**config.mk**
```make
export PLATFORM = sky130hd
export DESIGN_NAME = led_fade_pwm
export DESIGN_NICKNAME = d
export VERILOG_FILES = /design/src/rtl/led_fade_pkg.sv /design/src/rtl/led_fade_channel.sv /design/src/rtl/led_fade_pwm.sv
export SDC_FILE = /design/constraint.sdc
export NUM_CORES = 1
export LEC_CHECK = 0
export CORE_UTILIZATION = 35
export CTS_BUF_LIST = sky130_fd_sc_hd__clkbuf_8
export DETAILED_ROUTE_END_ITERATION = 10
export PLACE_DENSITY = 0.57
export SLEW_MARGIN = 10
export SYNTH_ARGS = -nofsm -noshare
export SYNTH_HDL_FRONTEND = slang
export SYNTH_SLANG_ARGS = --single-unit
```
**constraint.sdc**
```tcl
create_clock -name clk -period 5 [get_ports clk]
set_clock_uncertainty 0.15 [all_clocks]
set_input_delay 1 -clock clk [delete_from_list [all_inputs] [get_ports clk]]
set_output_delay 1 -clock clk [all_outputs]
set_load 0.05 [all_outputs]
```
**src/rtl/led_fade_pkg.sv**
```systemverilog
// Shared constants and types for the LED fade/PWM output stage.
package led_fade_pkg;

    localparam int NUM_LED      = 3;
    localparam int PWM_BITS_DEF = 8;

    typedef logic [PWM_BITS_DEF-1:0] level_t;

endpackage : led_fade_pkg

```
**src/rtl/led_fade_channel.sv**
```systemverilog
// One LED channel: brightness ramp, period-aligned duty latch and registered PWM compare.
module led_fade_channel
    import led_fade_pkg::*;
#(
    parameter int PWM_BITS = PWM_BITS_DEF
) (
    input  logic                clk,
    input  logic                reest,
    input  logic [PWM_BITS-1:0] i_pwm_cnt,
    input  logic                i_step_tick,
    input  logic                i_period_end,
    input  logic [PWM_BITS-1:0] i_target,
    input  logic                i_fade_en,
    output logic [PWM_BITS-1:0] o_lvl,
    output logic                o_pwm
);

    logic [PWM_BITS-1:0] r_lvl;
    logic [PWM_BITS-1:0] r_duty;
    logic                r_pwm;
    logic [PWM_BITS-1:0] w_lvl_nxt;

    // Next brightness: snap when fading is off, else one saturating step toward target per tick.
    always_comb begin
        w_lvl_nxt = r_lvl;
        if (!i_fade_en) begin
            w_lvl_nxt = i_target;
        end else if (i_step_tick && (r_lvl < i_target)) begin
            w_lvl_nxt = r_lvl + {{(PWM_BITS-1){1'b0}}, 1'b1};
        end else if (i_step_tick && (r_lvl > i_target)) begin
            w_lvl_nxt = r_lvl - {{(PWM_BITS-1){1'b0}}, 1'b1};
        end else begin
            w_lvl_nxt = r_lvl;
        end
    end

    // Level, duty and PWM registers; duty only moves on the last count so no period is cut short.
    always_ff @(posedge clk) begin
        if (reest) begin
            r_lvl  <= {PWM_BITS{1'b0}};
            r_duty <= {PWM_BITS{1'b0}};
            r_pwm  <= 1'b0;
        end else begin
            r_lvl  <= w_lvl_nxt;
            r_duty <= i_period_end ? r_lvl : r_duty;
            r_pwm  <= (i_pwm_cnt < r_duty);
        end
    end

    assign o_lvl = r_lvl;
    assign o_pwm = r_pwm;

endmodule : led_fade_channel

```
**src/rtl/led_fade_pwm.sv**
```systemverilog
// LED output stage: fades three on/off requests into PWM drive with a shared counter and step prescaler.
module led_fade_pwm
    import led_fade_pkg::*;
#(
    parameter int PWM_BITS = PWM_BITS_DEF,
    parameter int STEP_DIV = 39062
) (
    input  logic                clk,
    input  logic                reest,
    input  logic                led1_in,
    input  logic                led2_in,
    input  logic                led3_in,
    input  logic [PWM_BITS-1:0] max_level,
    input  logic                fade_en,
    output logic                pwm1,
    output logic                pwm2,
    output logic                pwm3,
    output logic                busy
);

    localparam int PS_W = (STEP_DIV > 1) ? $clog2(STEP_DIV) : 1;
    localparam logic [PS_W-1:0] PS_LAST = PS_W'(STEP_DIV - 1);

    logic [PWM_BITS-1:0]               r_pwm_cnt;
    logic [PS_W-1:0]                   r_presc;
    logic                              r_busy;
    logic                              w_step_tick;
    logic                              w_period_end;
    logic [NUM_LED-1:0]                w_led;
    logic [NUM_LED-1:0][PWM_BITS-1:0]  w_target;
    logic [NUM_LED-1:0][PWM_BITS-1:0]  w_lvl;
    logic [NUM_LED-1:0]                w_pwm;
    logic [NUM_LED-1:0]                w_mismatch;

    assign w_step_tick  = (r_presc == PS_LAST);
    assign w_period_end = (r_pwm_cnt == {PWM_BITS{1'b1}});
    assign w_led        = {led3_in, led2_in, led1_in};

    // Free-running PWM counter and step prescaler.
    always_ff @(posedge clk) begin
        if (reest) begin
            r_pwm_cnt <= {PWM_BITS{1'b0}};
            r_presc   <= {PS_W{1'b0}};
        end else begin
            r_pwm_cnt <= r_pwm_cnt + {{(PWM_BITS-1){1'b0}}, 1'b1};
            r_presc   <= w_step_tick ? {PS_W{1'b0}} : (r_presc + {{(PS_W-1){1'b0}}, 1'b1});
        end
    end

    genvar g;
    generate
        for (g = 0; g < NUM_LED; g++) begin : g_ch
            assign w_target[g]   = w_led[g] ? max_level : {PWM_BITS{1'b0}};
            assign w_mismatch[g] = (w_lvl[g] != w_target[g]);

            led_fade_channel #(
                .PWM_BITS (PWM_BITS)
            ) u_ch (
                .clk          (clk),
                .reest        (reest),
                .i_pwm_cnt    (r_pwm_cnt),
                .i_step_tick  (w_step_tick),
                .i_period_end (w_period_end),
                .i_target     (w_target[g]),
                .i_fade_en    (fade_en),
                .o_lvl        (w_lvl[g]),
                .o_pwm        (w_pwm[g])
            );
        end
    endgenerate

    // Busy flag: any channel still away from its target.
    always_ff @(posedge clk) begin
        if (reest) begin
            r_busy <= 1'b0;
        end else begin
            r_busy <= |w_mismatch;
        end
    end

    assign pwm1 = w_pwm[0];
    assign pwm2 = w_pwm[1];
    assign pwm3 = w_pwm[2];
    assign busy = r_busy;

endmodule : led_fade_pwm
```
==> results.txt <==
top-area cell type share of the netlist area - 0.306
top cells by area, synth - dfxtp_1, ha_1, nand2_1
fin crit period - 4.48 ns
Rows - 43
Pins Over Slew Limit - 0
power share of the combinational group - 0.182
via count - 4,166
clock-pin slew on the worst setup and hold paths - 0.08 ns
RePlAce Congestion - 0.807
P&R area growth vs syn - 11.2%
# Post-CTS Setup Buffers - 0
clock root cell - clkbuf_8
worst r2r src - r_presc[0]$_SDFF_PP0_
Worst Hold Depth - 2
Clock power frac - 0.344
Die ar. - 14,700 µm²
Port Buffers - 17
status - finished clean
FMAX - 223 MHz
post-cts hold buffer count - 0
Reg power frac - 0.475
CP Max Fanout - 11
Mapped Cells - 607
post-DP HPWL - 9.00 mm
Max-Cap Viols - 0
crit end category - flip-flop
RSZ-0062 raised after global routing - false
Synth async-reset ratio - 0
post-route ant nets - 0
Overall Global Routing Usage - 0.174
post-synthesis cell type count - 48
vias in the first global route - 4,101
R2R cell count - 11
largest net degree at the start of global routing - 59
crit path from - led1_in
Mapped Area - 4970 µm²
Num CTS Buffers - 9
CTS tree - built
CP arrival - 4.61 ns
# resized after CTS - 0
grt ovf - 0
ys flop type - dfxtp_1
routed wire length per instance - 14.7 µm
power consumption - 0.00137 W
clock tree buffer depth - 2
First DRT Iteration DRCs - 243
final hold vios - 0
post-synthesis register bit count - 76
cell taking the most area after synthesis - dfxtp_1
Internal Power - 0.000971 W
worst slew pin tran - 1.12 ns
io pins - 18
Avg Vias per Cell - 5.18
router iterations before antenna repair - 4
Startpoint Class - input pin
Setup TNS Final - 0 ns
sequential share of the synthesized area - 0.306
Worst slew margin - 0.251
# DRC - 0
Critical Setup Path Class - input pin to flip-flop
EDFF count, synth - 0
Worst-Skew Late Latency - 0.36 ns
Clock Sink Count - 76
Hold/Removal Path Class - flip-flop to flip-flop
Initial Util - 0.358
Final #Nets - 708
Synth Area per Inst - 8.19 µm²
synth warn - 0
worst hold slack - 0.306 ns
Syn Nets - 693
share of cells above drive strength 1 - 0.0544
pwr/cell area - 247 nW/µm²
Worst VDD drop - 0.178 mV
first-pass GRT wire length - 20.0 mm
Lkg Pwr - 2.02 nW
core area - 13,900 µm²
Endpoint, Worst Hold - g_ch[2].u_ch.r_duty[5]$_SDFFE_PP0N_
initial antenna violation count - 0
die height - 121 µm
Post-Route WL - 11.8 mm
hold path start - g_ch[2].u_ch.r_duty[5]$_SDFFE_PP0N_
Switching Fraction - 0.290
sw power - 0.000396 W
H-tree lvl count - 3
Setup violations, final - 0
Worst R2R Setup Slack - 1.51 ns
r2r endpoint - g_ch[0].u_ch.o_lvl[7]$_SDFFE_PP0P_
Critical Path RT - 5.13 ns
n_diodes - 0
DIE WIDTH - 121 µm
filler instances - 1,429
Tcrit/Tclk final - 0.897
[layer usage]
metal | vias to the layer above | GRT usage | part of all wire
li1 | 2149 | - | -
met1 | 1945 | 0.219 | 0.48
met2 | 56 | 0.286 | 0.46
met3 | 16 | 0.0461 | 0.034
met4 | 0 | 0.0610 | 0.023
met5 | - | 0 | 0
[power by group through the flow]
stage                     registers [W]  logic, W  clock network (W)
after global routing           0.000652  0.000279           0.000511
after global placement         0.000663  0.000240                  0
final                          0.000649  0.000249           0.000470
after floorplan                0.000664  0.000174                  0
after detailed placement       0.000663  0.000247                  0
after CTS                      0.000649  0.000248           0.000484
[per-stage QoR]
stage                     cell area [µm²]  setup slack (ns)  instances  utilization
after CTS                            5530             0.509        805        0.398
after floorplan                      4970             0.611        607            -
after detailed placement             5340             0.142        791        0.385
after global placement               5340             0.279        791        0.385
final                                5530             0.517        805        0.398
after global routing                 5530             0.231        805        0.398
[registers in the layout (all words and copies together) (netlist names)]
name,cells
busy,1
r_pwm_cnt,8
g_ch.u_ch.o_pwm,3
r_presc,16
g_ch.u_ch.o_lvl,24
g_ch.u_ch.r_duty,24
[worst max-delay path, cell delays in order]
cell and delay (ns):
clkdlybuf4s50_1 0.70, nand2_1 0.11, ha_1 0.30, nor2b_1 0.15, o211ai_1 0.21, a21oi_1 0.09, or3_4 0.46, ha_1 0.29
a21oi_1 0.18, o211ai_1 0.14, o41ai_1 0.36, xnor2_1 0.18, mux2_2 0.34, o211ai_1 0.09
[Yosys cell counts, types with 2 or more instances]
library cell / instances
ha_1: 69
nand2b_1: 5
dfxtp_1: 76
o211a_1: 3
a21oi_4: 2
a211oi_1: 14
a2111oi_0: 3
or2_2: 2
or3_1: 4
and2_1: 4
nand2_1: 105
o41ai_1: 2
o21a_1: 5
a311oi_1: 5
o21ai_0: 19
nor2_1: 49
nor4b_4: 2
clkbuf_1: 20
and3_1: 2
nor2b_1: 11
o211ai_1: 5
nand3_1: 19
fa_1: 3
xor2_1: 14
inv_1: 30
a21oi_1: 67
o22ai_1: 3
nor3_1: 6
mux2i_1: 12
nand4_1: 7
mux2_2: 2
xnor2_1: 21
[final cells by class]
| type | instances | area [µm²] | area share |
|---|---|---|---|
| multi-input combinational | 481 | 3260 | 0.590 |
| timing repair buffer | 24 | 218 | 0.0394 |
| clock inverter | 4 | 51.3 | 0.00928 |
| sequential | 76 | 1520 | 0.275 |
| clock buffer | 10 | 138 | 0.0249 |
| tap | 180 | 225 | 0.0407 |
| inverter | 30 | 113 | 0.0204 |
[cell usage in the layout, fill, tap and decap left out, types with 2 or more instances in the layout]
cell type	netlist	routed
nor3_1	6	6
clkbuf_8	0	10
a211oi_1	14	14
and2_1	4	4
buf_4	0	7
nor4b_4	2	2
a2111oi_0	3	3
clkdlybuf4s50_1	0	16
xnor2_1	21	21
inv_1	30	30
or2_2	2	2
a311oi_1	5	5
mux2i_1	12	12
xor2_1	14	14
and3_1	2	2
nand3_1	19	19
fa_1	3	3
o21ai_0	19	19
nor2_1	49	49
or3_1	4	4
o22ai_1	3	3
o21a_1	5	5
ha_1	69	69
o41ai_1	2	2
o211a_1	3	3
nor2b_1	11	11
a21oi_1	67	67
mux2_2	2	2
dfxtp_1	76	76
nand4_1	7	7
nand2_1	105	105
nand2b_1	5	5
a21oi_4	2	2
o211ai_1	5	5
[worst max path at each step]
stage                                               endpoint  cells past startpoint
after global placement    g_ch[0].u_ch.o_lvl[7]$_SDFFE_PP0P_                     14
after floorplan           g_ch[1].u_ch.o_lvl[7]$_SDFFE_PP0P_                     15
after CTS                 g_ch[0].u_ch.o_lvl[7]$_SDFFE_PP0P_                     14
final                     g_ch[0].u_ch.o_lvl[7]$_SDFFE_PP0P_                     14
after global routing      g_ch[0].u_ch.o_lvl[7]$_SDFFE_PP0P_                     14
after detailed placement  g_ch[0].u_ch.o_lvl[7]$_SDFFE_PP0P_                     14
[cells by family (layout without fill, tap and decap cells)]
family | after synthesis | count (layout) | synth area share
simple gates | 226 | 226 | 0.215
xor+xnor | 35 | 35 | 0.0616
fa+ha+maj | 72 | 72 | 0.186
mux | 14 | 14 | 0.0287
buf+inv | 50 | 68 | 0.0377
flops | 76 | 76 | 0.306
compound gates | 134 | 134 | 0.166
Power figures use the tool's default switching activity.
==> RTL edit, RTL diff (config.mk and constraints unchanged) <==
Change the parameter `STEP_DIV` from 39062 to 78124.
--- a/src/rtl/led_fade_pwm.sv
+++ b/src/rtl/led_fade_pwm.sv
@@ -4,5 +4,5 @@
 #(
     parameter int PWM_BITS = PWM_BITS_DEF,
-    parameter int STEP_DIV = 39062
+    parameter int STEP_DIV = 78124
 ) (
     input  logic                clk,
Function: no difference found for any inputs over 10 cycles, from zero or initial values; that may be too few to reach the edited logic, so the function may still have changed.
==> RTL edit against the unedited design <==
  * Routed wire length decreased by 2.0%
  * Design area grew 1.1%
  * Worst setup slack got worse by 100 ps
  * Power rose by 5.3%
  * Area after synthesis is 0.30% higher
  * Sequential cell count is 1 higher
  * Sequential share of layout area rose by 0.069 points
  * Largest power group unchanged
  * Highest routed layer unchanged
==> RTL edit: results (changes against the unedited design) <==
* Final net count at 704 (was 708)
* Lkg Pwr at 0.00206 uW (was 0.00202 uW)
* Largest net degree at the start of global routing at 41 (was 59)
* Initial antenna violation count at 0 (unchanged)
* Clk_lat worst skew at 370 ps
* Worst Hold Class: reg -> reg (unchanged)
* CP max stage delay at 620 ps (was 700 ps)
* Pre-antenna DRT Iters at 4 (unchanged)
* Commonest cells post-synth: nand2_1, dfxtp_1, a21oi_1 (was nand2_1, dfxtp_1, ha_1)
* Synth top area cells: dfxtp_1, ha_1, a21oi_1, nand2_1, xnor2_1 (was dfxtp_1, ha_1, nand2_1, a21oi_1, nor2_1)
* Yosys warns at 0 (unchanged)
* First DRT Iteration DRCs at 198 (was 243)
* CP arrival at 4740 ps (was 4610 ps)
* Synth async-reset ratio at 0 (unchanged)
* First-pass GRT wire length at 20,100 um (was 20,000 um)
* Number of global-route vias before repair at 4,131 (was 4,101)
* Post-DP HPWL at 8750 um (was 9000 um)
* Post-synth net total at 688 (was 693)
* Worst vdd ir at 194 uV (was 178 uV)
* PostCTS Resize Cnt at 0 (unchanged)
* Routability cong. at 0.825 (was 0.807)
* PortBufs at 17 (unchanged)
* CTS root buffer: clkbuf_8 (unchanged)
* Synth unique cells at 49 (was 48)
* # diodes at 0 (unchanged)
* Pre-CTS WS at 62.1 ps (was 142 ps)
* Ratio of cells with drive above 1 in the final layout at 0.0578 (was 0.0544)
* Via density at 5.14 (was 5.18)
* Register area share after synthesis at 0.309 (was 0.306)
* CP max FO at 9 (was 11)
* H-tree levels at 3 (unchanged)
* P_sw at 394 uW (was 396 uW)
* DR WL/cell at 14.5 um (was 14.7 um)
* Total GRT Usage at 0.176 (was 0.174)
* Clock Path Buffers at 2 (unchanged)
* Worst Tran Pin Value at 916 ps (was 1120 ps)
* Status: finished, final reports clean (unchanged)
* Buffer count from post-CTS setup fixing at 0 (unchanged)
* Top_reg_cell synth: dfxtp_1 (unchanged)
* Fillers at 1,436 (was 1,429)
* CP max stage cell: clkdlybuf4s50_1 (unchanged)
-- RTL edit: logic make-up after synthesis --
family                     count (synthesis)  share of synthesized area
AOI/OAI and AO/OA                        141                      0.170
muxes                                     17                     0.0346
DFF                                       77                      0.309
and+or+nand+nor                          213                      0.204
adders and majority gates                 71                      0.183
buffers and inverters                     50                     0.0396
xor gates and xnor gates                  34                     0.0597
-- RTL edit: final timing paths --
kind | from | end | slack [ps] | cells past startpoint
worst max-delay path | max_level[1] | g_ch[0].u_ch.o_lvl[7] | 410 | 15
worst min register to register | r_presc[0] | r_presc[0] | 300 | 1
worst max register to register | g_ch[0].u_ch.o_lvl[1] | g_ch[0].u_ch.o_lvl[7] | 1300 | 13
worst min-delay path | r_presc[0] | r_presc[0] | 300 | 1
-- RTL edit: layer usage --
metal  vias up  part of all wire  global-route usage
met1      1922              0.50               0.235
met5         -                 0                   0
met4         0             0.016              0.0656
met2        48              0.45               0.274
li1       2144                 -                   -
met3        12             0.032              0.0399
-- RTL edit: power groups by stage --
stage	clock, uW	sequential [uW]	combinational, uW
detailed placement	0	672	238
global route	582	660	274
global placement	0	672	232
floorplan	0	671	166
CTS	560	657	240
finish	542	657	240
-- RTL edit: area by class of cell --
| cell class | instances | area share |
|---|---|---|
| inverters | 27 | 0.0181 |
| flip-flops and latches | 77 | 0.276 |
| well taps | 180 | 0.0403 |
| multi-input cells | 476 | 0.581 |
| clock inverters | 4 | 0.0130 |
| clock buffers | 11 | 0.0271 |
| repair buffers | 28 | 0.0443 |
-- RTL edit: through the flow --
step,std cells,area (sq um),hold slack (ps)
global placement,788,5370,282
CTS,803,5590,305
finish,803,5590,303
floorplan,603,4990,268
global route,803,5590,320
detailed placement,788,5370,293
-- RTL edit: worst max-delay path, delay by kind of cell --
family                     cells  cell delay (ps)
xor gates and xnor gates       1              180
AOI/OAI and AO/OA              5              900
adders and majority gates      2              720
buffers and inverters          1              620
and+or+nand+nor                5              960
muxes                          1              350
